==> src/rtl/rpxx_xfer_seq.sv <==
// rpxx_xfer_seq -- RPxx sector transfer sequencer.
//
// Runs one read or write transfer of rpWC 36-bit words against the disk
// address registers. Words are counted within each sector; a completed
// sector pulses rpINCSECT (and rpINCCYL when the sector/track wrap), and the
// transfer ends on word-count exhaustion, abort or end-of-disk (rpAOE).
//
// Optional feature: define RPXX_ZFILL_EN to pad a short final sector with
// wordPAD words so that it is always completed and counted.
//
// Handshake: wordREQ is a registered request that stays high through stalls;
// a word moves on every rising edge where wordREQ and wordACK are both high.
// wordREQ never depends combinationally on wordACK.

module rpxx_xfer_seq #(
    parameter int WPS = 128
) (
    input  logic        clk,
    input  logic        rst,
    input  logic        rpGO,
    input  logic        rpWRITE,
    input  logic        rpABORT,
    input  logic [15:0] rpWC,
    input  logic [5:0]  rpSA,
    input  logic [5:0]  rpTA,
    input  logic [5:0]  rpSECNUM,
    input  logic [5:0]  rpTRKNUM,
    input  logic [9:0]  rpCA,
    input  logic [9:0]  rpCYLNUM,
    input  logic        wordACK,
    output logic        wordREQ,
    output logic        wordPAD,
    output logic        rpINCSECT,
    output logic        rpINCCYL,
    output logic        rpBUSY,
    output logic        rpDONE,
    output logic        rpAOE,
    output logic        rpDIR
);

    typedef enum logic [1:0] {
        S_IDLE = 2'd0,
        S_XFER = 2'd1,
        S_EOS  = 2'd2,
        S_DONE = 2'd3
    } state_t;

    localparam logic [7:0] SWC_LAST = 8'(WPS - 1);

    // Current state; observable hierarchically for debug and checkers.
    state_t      state;
    logic [15:0] wc;
    logic [7:0]  swc;

    logic        hs;
    logic [15:0] wc_dec;
    logic        sect_end;
    logic        wrap;
    logic        cyl_last;

    // Word handshake and the arithmetic/compare terms used by the FSM.
    always_comb begin
        hs       = (state == S_XFER) && wordREQ && wordACK;
        wc_dec   = (wc != 16'd0) ? (wc - 16'd1) : 16'd0;
        sect_end = (swc == SWC_LAST);
        wrap     = (rpSA == rpSECNUM) && (rpTA == rpTRKNUM);
        cyl_last = (rpCA == rpCYLNUM);
    end

    // Transfer FSM with all outputs registered alongside the state.
    always_ff @(posedge clk) begin
        if (rst) begin
            state     <= S_IDLE;
            wc        <= 16'd0;
            swc       <= 8'd0;
            wordREQ   <= 1'b0;
            wordPAD   <= 1'b0;
            rpINCSECT <= 1'b0;
            rpINCCYL  <= 1'b0;
            rpBUSY    <= 1'b0;
            rpDONE    <= 1'b0;
            rpAOE     <= 1'b0;
            rpDIR     <= 1'b0;
        end else begin
            // Single-cycle pulses fall back to 0 unless set below.
            rpINCSECT <= 1'b0;
            rpINCCYL  <= 1'b0;
            rpDONE    <= 1'b0;

            case (state)
                S_IDLE: begin
                    if (rpGO) begin
                        rpAOE <= 1'b0;
                        if (rpWC != 16'd0) begin
                            wc      <= rpWC;
                            rpDIR   <= rpWRITE;
                            swc     <= 8'd0;
                            state   <= S_XFER;
                            wordREQ <= 1'b1;
                            wordPAD <= 1'b0;
                            rpBUSY  <= 1'b1;
                        end else begin
                            // Zero-length transfer completes immediately.
                            state  <= S_DONE;
                            rpDONE <= 1'b1;
                        end
                    end
                end

                S_XFER: begin
                    if (rpABORT) begin
                        // Partial sector is abandoned without any increment.
                        state   <= S_DONE;
                        rpDONE  <= 1'b1;
                        wordREQ <= 1'b0;
                        wordPAD <= 1'b0;
                        rpBUSY  <= 1'b0;
                    end else if (hs) begin
                        wc <= wc_dec;
                        if (sect_end) begin
                            swc       <= 8'd0;
                            state     <= S_EOS;
                            wordREQ   <= 1'b0;
                            wordPAD   <= 1'b0;
                            rpINCSECT <= 1'b1;
                            // On the last cylinder with words left the
                            // transfer overflows instead of stepping cylinder.
                            rpINCCYL  <= wrap && !(cyl_last && (wc_dec != 16'd0));
                        end else begin
                            swc <= swc + 8'd1;
                            if (wc_dec == 16'd0) begin
`ifdef RPXX_ZFILL_EN
                                // Finish the sector with pad words.
                                wordPAD <= 1'b1;
`else
                                // Short final sector: stop without EOS.
                                state   <= S_DONE;
                                rpDONE  <= 1'b1;
                                wordREQ <= 1'b0;
                                wordPAD <= 1'b0;
                                rpBUSY  <= 1'b0;
`endif
                            end
                        end
                    end
                end

                S_EOS: begin
                    if (rpABORT || (wrap && cyl_last && (wc != 16'd0)) || (wc == 16'd0)) begin
                        if (!rpABORT && wrap && cyl_last && (wc != 16'd0)) begin
                            rpAOE <= 1'b1;
                        end
                        state   <= S_DONE;
                        rpDONE  <= 1'b1;
                        wordREQ <= 1'b0;
                        rpBUSY  <= 1'b0;
                    end else begin
                        state   <= S_XFER;
                        wordREQ <= 1'b1;
                    end
                end

                S_DONE: begin
                    state <= S_IDLE;
                end

                default: begin
                    state <= S_IDLE;
                end
            endcase
        end
    end

endmodule

==> config.mk <==
export PLATFORM = sky130hd
export DESIGN_NAME = rpxx_xfer_seq
export DESIGN_NICKNAME = d
export VERILOG_FILES = /design/src/rtl/rpxx_xfer_seq.sv
export SDC_FILE = /design/constraint.sdc
export NUM_CORES = 1
export LEC_CHECK = 0
export CORE_MARGIN = 3
export CORE_UTILIZATION = 44
export CTS_BUF_LIST = sky130_fd_sc_hd__clkbuf_2 sky130_fd_sc_hd__clkbuf_4 sky130_fd_sc_hd__clkbuf_8
export DETAILED_ROUTE_END_ITERATION = 12
export MAX_ROUTING_LAYER = met4
export PLACE_DENSITY_LB_ADDON = 0.3
export SLEW_MARGIN = 20
export SYNTH_ARGS = -nofsm -noshare
export SYNTH_HDL_FRONTEND = slang
export SYNTH_SLANG_ARGS = --single-unit
==> constraint.sdc <==
create_clock -name clk -period 2.54 [get_ports clk]
set_clock_uncertainty 0.2 [all_clocks]
set_input_delay 0.635 -clock clk [delete_from_list [all_inputs] [get_ports clk]]
set_output_delay 0.635 -clock clk [all_outputs]
set_load 0.01 [all_outputs]
==> impl_metrics.json <==
{
  "status": "finished, violations left",
  "violations": "negative setup slack",
  "total_power_mw": 4.13,
  "r2r-start": "wc[0]",
  "fin_util_pct": 75.1,
  "hold_path_end": "state[1]",
  "cts.reportedPaths.clkPinSlew_ps": 80,
  "rr_worst_depth": 7,
  "drcViolationCount": 0,
  "grt_max_degree": 17,
  "setup_ws_ps": -165,
  "yosys.area_share.simple_pct": 27.8,
  "synthMuxAreaShare_pct": 3.28,
  "die_area_um2": 6200,
  "dp_cells": 482,
  "synthArstFlopShare_pct": 0,
  "initial_core_util_pct": 47.4,
  "power.internal_mw": 2.31,
  "core_area_um2": 4910,
  "wl_per_cell_um": 16.2,
  "ant_nets": 0,
  "startpoint_type": "flip-flop",
  "clkPwrFrac_pct": 12.9,
  "hpwlAfterDp_mm": 5.88,
  "vias": 2779,
  "synth_compound_area_share_pct": 19.2,
  "whs_path_depth": 2,
  "grt_pass1_vias": 2664,
  "track_usage_pct": 26.6,
  "switching_share_pct": 44.0,
  "avgSynthCellArea_um2": 7.61,
  "hold_class": "flip-flop to flip-flop",
  "avgViaCountPerCell": 5.66,
  "synth_top_cell_area_share_pct": 28.4,
  "yosysSeqAreaShare_pct": 28.4,
  "p_sw_mw": 1.81,
  "tritoncts": "done",
  "die_x_um": 78.7,
  "hold_slack_ps": 308,
  "cts_max_level": 2,
  "yosys_warnings": 0,
  "finalSetupViolCount": 5,
  "portBuffers": 72,
  "critPathMaxFanout": 4,
  "rsz0062_at_grt": "true",
  "worstHoldStart": "state[1]",
  "synth_fp_nets": 378,
  "ctsHoldBuffers": 0,
  "power.share.sequential_pct": 20.1,
  "critical_path_class": "flip-flop to flip-flop",
  "final-hold-violation-count": 0,
  "die_h_um": 78.7,
  "drt_iter0_drc": 163,
  "maxCapViolations": 0,
  "synth_edf_count": 0,
  "synth_fa_ha_area_share_pct": 3.23,
  "yosys.area.top_type": "dfxtp_1",
  "final_nets": 495,
  "post-place-ws_ps": -357,
  "synthesis.instances": 306,
  "fin_crit_ps": 2710,
  "ys_seq_elements": 33,
  "syn-cell-area_um2": 2330,
  "place_congestion": 0.902,
  "timing.final.crit_share_pct": 107,
  "synth_xor_area_share_pct": 12.4,
  "cts_buffer_depth": 2,
  "drive_above_1_share_pct": 20.8,
  "vdd_drop_max_uv": 690,
  "cts_root_buffer": "clkbuf_8",
  "grt_overflow": 0,
  "ioPinCount": 74,
  "totalWireLength_mm": 7.94,
  "synthTopCellsByArea": "dfxtp_1 (28%), xnor2_1 (9.4%), nor2_1 (6.6%)",
  "synth_top_family_by_area": "simple AND/OR/NAND/NOR gates",
  "regToRegSetupSlack_ps": -170,
  "p_leak_nw": 1.45,
  "dr.pass1.iters": 5,
  "combPwrFrac_pct": 67.1,
  "syn_to_final_growth_pct": 58.5,
  "cp.arrival_ps": 2690,
  "reg2reg_to": "rpBUSY",
  "fmax_mhz": 370,
  "numCtsBuffers": 5,
  "worstSetupEndpointType": "flip-flop",
  "synth.distinct_cells": 49,
  "synth_ff_type": "dfxtp_1",
  "antenna_cells": 0,
  "crit_required_ps": 2520,
  "cts_sinks": 33,
  "clk_latency_ps": 300,
  "antenna_found_initial": 0,
  "final_cell_mix": "clkdlybuf4s50_1 (69), buf_4 (52), nor2_1 (40)",
  "grt_first_pass_wirelength_mm": 12.8,
  "layout_commonest_cell": "clkdlybuf4s50_1",
  "p_per_area_nw_per_um2": 1120,
  "stdcell_count": 491,
  "slew_viol_final": 0,
  "rows": 25
}
[routing by layer]
metal	vias up	wire length (um)	GRT usage [%]
li1	1334	-	-
met3	22	532	5.10
met2	121	3950	44.1
met5	-	0	-
met1	1302	3280	31.8
met4	0	179	10.8
[worst max-delay path, stage by stage (launching register included)]
cell      delay, ps
dfxtp_2         340
or4_4           540
or4b_4          500
o311ai_2        100
a41oi_2         200
nor4_2          220
o211ai_1        150
mux2_4          330
[power groups by stage]
| stage | clock, mW | combinational, mW | sequential, mW |
|---|---|---|---|
| final | 0.530 | 2.77 | 0.829 |
| after global routing | 0.566 | 3.03 | 0.846 |
| after CTS | 0.538 | 2.64 | 0.816 |
| after detailed placement | 0 | 2.55 | 0.822 |
| after global placement | 0 | 2.49 | 0.815 |
| after floorplan | 0 | 1.55 | 0.808 |
[kinds of logic after synthesis]
group / after synthesis
simple gates: 131
mux: 7
fa+ha+maj: 6
flops: 33
buf+inv: 31
other cells: 1
xor+xnor: 33
compound gates: 64
[flip-flops by register name, summed over array words and instances (netlist names)]
name and flops:
rpINCCYL 1, rpDONE 1, rpDIR 1, wordREQ 1
swc 8, state 2, rpBUSY 1, rpAOE 1
wc 16, rpINCSECT 1
[cell type report]
cell class	count	area (um^2)
inverter	14	52.6
clock inverter	2	37.5
multi-input combinational	242	1610
clock buffer	6	82.6
fill	375	1220
sequential	33	662
tap	67	83.8
timing repair buffer	127	1160
[how the worst max path moves through the flow]
stage,start,end,slack (ps),cells past startpoint
2_1_floorplan,wc[2],rpBUSY,-130,9
3_3_place_gp,rpWC[3],rpBUSY,-370,8
3_5_place_dp,rpWC[3],swc[2],-360,9
4_1_cts,wc[0],rpBUSY,-130,7
5_1_grt,wc[0],state[1],-200,8
6_report,wc[0],rpBUSY,-170,7
[synth_stat cells, drive strengths merged (4+ instances only)]
library cell / instances
xor2: 8
nand3: 8
clkbuf: 14
mux2i: 5
a21oi: 12
nor3: 19
nand4: 11
ha: 6
o21ai: 18
a211oi: 9
nand2: 21
nor2: 41
nor4: 9
xnor2: 25
a22oi: 8
or3: 4
dfxtp: 33
inv: 14
[metrics by stage]
step | instance area, um^2 | TNS [ps]
final | 3690 | -432
after global routing | 3690 | -824
after CTS | 3630 | -248
after detailed placement | 3470 | -7980
after global placement | 3470 | -8240
after floorplan | 2330 | -303
[timing repair]
action                     4_1_cts  5_1_grt
setup buffers                    1        0
pin swaps                        1        7
gates resized for setup          7       16
setup endpoints to repair       11       31
Note: power is estimated with default switching activity, not from simulation.
